`src/rtl/dmem_arbiter.sv`:
```
// Round-robin arbiter and sequencer in front of the 8x32 synchronous data memory.
// Serialises single-word accesses from the MEM stage (port 0) and the debug/loader port (port 1).
module dmem_arbiter #(
    parameter int ADDR_W = 3,
    parameter int DATA_W = 32
) (
    input  logic              clk,
    input  logic              rst,

    input  logic              req0,
    input  logic              we0,
    input  logic [ADDR_W-1:0] adr0,
    input  logic [DATA_W-1:0] wdata0,
    output logic              gnt0,
    output logic              rvalid0,

    input  logic              req1,
    input  logic              we1,
    input  logic [ADDR_W-1:0] adr1,
    input  logic [DATA_W-1:0] wdata1,
    output logic              gnt1,
    output logic              rvalid1,

    output logic [DATA_W-1:0] rdata,

    output logic [ADDR_W-1:0] mem_adr,
    output logic [DATA_W-1:0] mem_wdata,
    output logic              mem_we,
    output logic              mem_re,
    input  logic [DATA_W-1:0] mem_rdata
);

    typedef enum logic [1:0] {
        IDLE  = 2'd0,
        ISSUE = 2'd1,
        RESP  = 2'd2
    } state_t;

    state_t            state;
    state_t            stateNext;
    logic              rrLast;
    logic              rrLastNext;
    logic              owner;
    logic              ownerNext;
    logic [ADDR_W-1:0] adrQ;
    logic [ADDR_W-1:0] adrNext;
    logic [DATA_W-1:0] wdataQ;
    logic [DATA_W-1:0] wdataNext;
    logic              weQ;
    logic              weNext;
    logic              reQ;
    logic              reNext;

    logic              anyReq;
    logic              winner;
    logic              winWe;
    logic [ADDR_W-1:0] winAdr;
    logic [DATA_W-1:0] winWdata;

    // A tie goes to the port that was not served last.
    assign anyReq   = req0 | req1;
    assign winner   = (req0 & req1) ? ~rrLast : req1;
    assign winWe    = winner ? we1    : we0;
    assign winAdr   = winner ? adr1   : adr0;
    assign winWdata = winner ? wdata1 : wdata0;

    always_ff @(posedge clk or posedge rst) begin
        if (rst) begin
            state  <= IDLE;
            rrLast <= 1'b1;
            owner  <= 1'b0;
            adrQ   <= '0;
            wdataQ <= '0;
            weQ    <= 1'b0;
            reQ    <= 1'b0;
        end else begin
            state  <= stateNext;
            rrLast <= rrLastNext;
            owner  <= ownerNext;
            adrQ   <= adrNext;
            wdataQ <= wdataNext;
            weQ    <= weNext;
            reQ    <= reNext;
        end
    end

    always_comb begin
        stateNext  = state;
        rrLastNext = rrLast;
        ownerNext  = owner;
        adrNext    = adrQ;
        wdataNext  = wdataQ;
        weNext     = 1'b0;
        reNext     = 1'b0;
        unique case (state)
            IDLE: begin
                if (anyReq) begin
                    stateNext  = ISSUE;
                    rrLastNext = winner;
                    ownerNext  = winner;
                    adrNext    = winAdr;
                    wdataNext  = winWdata;
                    weNext     = winWe;
                    reNext     = ~winWe;
                end
            end
            ISSUE: begin
                stateNext = reQ ? RESP : IDLE;
            end
            RESP: begin
                stateNext = IDLE;
            end
            default: begin
                stateNext = IDLE;
            end
        endcase
    end

    // Strobes come straight from flops so the memory never sees a glitch.
    assign mem_adr   = adrQ;
    assign mem_wdata = wdataQ;
    assign mem_we    = weQ;
    assign mem_re    = reQ;

    assign gnt0    = (state == ISSUE) & ~owner;
    assign gnt1    = (state == ISSUE) &  owner;
    assign rvalid0 = (state == RESP)  & ~owner;
    assign rvalid1 = (state == RESP)  &  owner;
    assign rdata   = (state == RESP) ? mem_rdata : '0;

endmodule

```
`config.mk`:
```
export PLATFORM = sky130hd
export DESIGN_NAME = dmem_arbiter
export DESIGN_NICKNAME = d
export VERILOG_FILES = /design/src/rtl/dmem_arbiter.sv
export SDC_FILE = /design/constraint.sdc
export NUM_CORES = 1
export LEC_CHECK = 0
export CAP_MARGIN = 40
export CELL_PAD_IN_SITES_DETAIL_PLACEMENT = 0
export CELL_PAD_IN_SITES_GLOBAL_PLACEMENT = 1
export CORE_MARGIN = 3
export CORE_UTILIZATION = 26
export DETAILED_ROUTE_END_ITERATION = 6
export PLACE_DENSITY = 0.85
export SLEW_MARGIN = 40
export SYNTH_ARGS = -nofsm -noshare
export SYNTH_HDL_FRONTEND = slang
export SYNTH_SLANG_ARGS = --single-unit
```
`constraint.sdc`:
```
create_clock -name clk -period 2.8 [get_ports clk]
set_input_delay 0.84 -clock clk [delete_from_list [all_inputs] [get_ports clk]]
set_output_delay 0.84 -clock clk [all_outputs]
set_load 0.01 [all_outputs]
```
## Yosys cells after proc, flatten, opt, wreduce, memory -nomap -nowiden

Index checks and enable logic that the tools add are counted.

| word-level totals | value |
|---|---|
| register bits after elaboration | 41 |
| latch bits | 0 |
| bits in writable memories | 0 |
| bits in read-only memories | 0 |
| input port bits | 108 |
| output and inout bits | 73 |
| logic and storage cells | 33 |
| memories | 0 |

| operators by class | value |
|---|---|
| add/sub/neg operators | 0 |
| multipliers | 0 |
| div/mod/pow operators | 0 |
| magnitude comparators | 0 |
| equality and inequality tests | 3 |
| shift operators | 0 |
| muxes and demuxes | 12 |
| bitwise operators | 9 |
| reductions and logical operators | 2 |

Operators with widths:

| kind | number |
|---|---|
| two-way mux 32 bit | 2 |
| two-way mux 1 bit | 6 |
| AND 1 bit | 5 |
| two-way mux 2 bit | 2 |
| case mux 2 bit (2 select lines) | 1 |
| two-way mux 3 bit | 1 |
| inverter 1 bit | 3 |
| == test 2 x 1 -> 1 bit, second input constant | 1 |
| == test 2 bit, second input constant | 1 |
| logical NOT 2 bit | 1 |
| != test 2 bit, second input constant | 1 |
| AND reduction 2 bit | 1 |
| bitwise OR 1 bit | 1 |

## Depth between registers and ports, before layout

| depth | value |
|---|---|
| depth after elaboration | 6 |
| gate-level depth with buffers | 5 |
| mapped depth without buffers | 3 |

## Least setup slack after synthesis

Ideal clock, no wire load.

| path | value |
|---|---|
| kind | input -> register |
| start | input req1 |
| end | register wdataQ[6] (netlist: mem_wdata[6]) |
| setup time | 125 ps |
| arrival time | 1867 ps |
| data required time | 2675 ps |
| path slack | 808 ps |
| stages | 5 |
| buffers on the path | 2 |
| path through | a21bo_2 buf_6 buf_6 mux2_4 mux2_4 |

| on the way | value |
|---|---|
| cells in the longest elaborated chain, start to end | 3 |
| elaborated cells between the ends (all ways) | 5 |
| classes of those cells | mux (2); bitwise (2); reduce/logical (1) |

RTL lines:

| item | RTL line | source |
|---|---|---|
| start, declared | 17 | `input logic req1,` |
| AND 1 bit | 62 | `assign winner = (req0 & req1) ? ~rrLast : req1;` |
| two-way mux 1 bit | 62 |  |
| two-way mux 32 bit | 65 | `assign winWdata = winner ? wdata1 : wdata0;` |
| end signal, assigned | 81 | `wdataQ <= wdataNext;` |
| end, declared | 47 | `logic [DATA_W-1:0] wdataQ;` |

Parallel ways exist; a longest one is shown, timed or not.
A chain may end at the register's enable or synchronous reset.

## Worst setup path in the final report

| path | value |
|---|---|
| start | input mem_rdata[9] |
| end | output rdata[9] |

| on the way | value |
|---|---|
| cells in the longest elaborated chain, start to end | 1 |

RTL lines:

| item | RTL line | source |
|---|---|---|
| start, declared | 30 | `input logic [DATA_W-1:0] mem_rdata` |
| two-way mux 32 bit | 129 | `assign rdata = (state == RESP) ? mem_rdata : '0;` |
| end, declared | 24 | `output logic [DATA_W-1:0] rdata,` |

No other way between the ends.

==> results.cfg <==
[run_status]
status = finished clean

[logic_synthesis]
yosysTopAreaCell = dfrtp_1
syn_avg_cell_area_um2 = 13.6
ys_top_cells_by_area = dfrtp_1 (43%), mux2_4 (22%), mux2_2 (17%)
yosysWarnings = 0
ys_seq_area_share_pct = 44.1
synthCells = 171
synth_nets = 279
syn-cell-area_um2 = 2330
synth_top_area_share_pct = 43.0
ys_types = 16
ys_seq_elements = 41

[timing]
rsz0062_at_grt = false
slew_viol_final = 0
post-route-period-util_pct = 99.1
setup_viol = 0
finalHoldViolations = 0
timing.fmax_mhz = 360
tightest_slew_ns = 0.264
setup_tns_ns = 0
relSlewSlack_pct = 82.3
fin_crit_ns = 2.77
skew_ns = 0.00778

[min_path]
min_path_type = flip-flop to flip-flop
whs_path_depth = 2

[cts]
cts-root-buf = clkbuf_8
cts_made_buffers = 5
numClockSinks = 41
clk_pin_slew_ns = 0.08
clk-insertion-delay-late_ns = 0.28
cts_tree = yes
clock_path_buffers = 2
htree_levels = 2
cts_setup_buffers = 0

[floorplan]
start_util_pct = 27.5
die_w_um = 101
ios = 181
fp.dieArea_um2 = 10100
die_h_um = 101
rows = 33
coreArea_um2 = 8460

[worst_setup_path]
critPathSlowestCell = clkdlybuf4s50_1
timing.critical_path.mode_cell = clkdlybuf4s50_1
criticalPathCategory = input pin to output port
end_kind = output port
startpoint_type = input pin
critPathRequiredTime_ns = 1.96
cp_cell_sequence = clkdlybuf4s50_1 -> and2_1 -> clkdlybuf4s50_1
crit_arrival_ns = 1.93
crit_fanout = 1
max_stage_delay_ns = 0.53
r2r_cells = 4

[final_layout]
design_area_um2 = 4420
stdcell_count = 459
drive_gt1_share_pct = 24.9
area_growth_pct = 89.7
n_antenna_cell = 0
utilization_pct = 52.2
nNetsFinal = 461

[power]
powerDensity_nw_per_um2 = 661
ir_drop_uv = 318
p_leak_nw = 2.20

[routing]
drc = 0
ant_nets = 0
wl_um = 6790
drt_iter0_markers = 15
wl_per_cell_um = 14.8
drt_pass1_iterations = 3
via_count = 2005
vias_per_cell = 4.37

[global_routing]
grtUsageMet3_pct = 4.78
grt_max_degree = 42
grtUsageMet1_pct = 12.8
grt_antenna_before_repair = 0
grt_overflow_total = 0
gr-max-usage-layer = met2
grt_pass1_vias = 2097
grt_pass1_wl_um = 10300
grtUsageMet2_pct = 25.4
grt.total_usage_pct = 13.0

[run]
maxCapViolations = 0

[place]
portBuffers = 180
post-place-cells = 451
place_congestion = 0.651
placed_area_um2 = 4280
hpwl_um = 5610
[path summary, 6_finish.rpt]
| check | start | slack, ns | end |
|---|---|---|---|
| hold reg to reg | rrLast | 0.47 | rrLast |
| setup / recovery | mem_rdata[9] | 0.03 | rdata[9] |
| max in group asynchronous | rst | 1.66 | rrLast |
| hold / removal | rrLast | 0.47 | rrLast |
| setup reg to reg | rrLast | 1.16 | mem_wdata[16] |
| min in group asynchronous | rst | 0.89 | mem_wdata[8] |
[routing by layer]
metal  part of all wire (%)  vias up
met3                     12        2
li1                       -      948
met4                   0.43        0
met5                      0        -
met2                     53      121
met1                     34      934
[layout by cell type (no fill, tap or decap), types with 2 or more instances in the layout]
cell type / netlist / final
dfrtp_1: 40 / 40
clkbuf_8: 0 / 6
nor3b_1: 2 / 2
mux2_2: 36 / 36
buf_12: 0 / 3
mux2_4: 34 / 34
inv_1: 3 / 2
mux2i_1: 3 / 3
dlygate4sd2_1: 0 / 6
and2_1: 35 / 35
buf_4: 0 / 2
dlymetal6s2s_1: 0 / 18
clkdlybuf4s50_1: 0 / 156
nor2b_1: 2 / 2
[cells in the mapped netlist]
cell type / n
a21bo_2: 1
and2_1: 35
and3b_1: 1
buf_2: 5
buf_6: 3
clkbuf_1: 3
dfrtp_1: 40
dfstp_2: 1
inv_1: 3
mux2_2: 36
mux2_4: 34
mux2i_1: 3
nor2_1: 1
nor2b_1: 2
nor3_1: 1
nor3b_1: 2
[through the flow]
step                hold WS, ns  total power, mW  setup WS (ns)
global route              0.484             3.11      0.0000471
global placement          0.455             2.55        -0.0684
detailed placement        0.462             2.57        -0.0578
finish                    0.473             2.92         0.0259
floorplan                 0.445             1.72          0.808
CTS                       0.476             2.99        0.00119
[sequential cells by signal (all words and copies together) (netlist names)]
name,cells
mem_re,1
owner,1
mem_adr,3
rrLast,1
mem_we,1
state,2
mem_wdata,32
[critical path: cells and delay by family]
kind	cells	cell delay, ns
buf+inv	2	0.98
simple gates	1	0.11
[cell families (layout without fill, tap and decap cells)]
logic type | count (synthesis) | count (layout) | synth area share (%)
buffers and inverters | 14 | 197 | 3.49
multiplexers | 73 | 73 | 40.6
AND/OR/NAND/NOR | 42 | 42 | 11.3
AO/OA/AOI/OAI | 1 | 1 | 0.430
flip-flops | 41 | 41 | 44.1
[layout make-up]
class	instances	area (um2)
Tap cell	105	131
Inverter	3	11.3
Sequential cell	41	1030
Timing Repair Buffer	186	1930
Clock inverter	2	13.8
Multi-Input combinational cell	116	1220
Clock buffer	6	82.6
Fill cell	757	4050
[repair_timing]
action | in CTS | in global routing
hold buffers | 0 | 0
setup endpoints to repair | 6 | 20
resized for setup | 6 | 19
[report_power, final]
group          internal (mW)  switching, mW  total [mW]
clock network          0.200          0.198       0.398
logic                   1.01          0.513        1.53
registers              0.852          0.143       0.995
No activity file was read; power rests on OpenSTA's default activity.
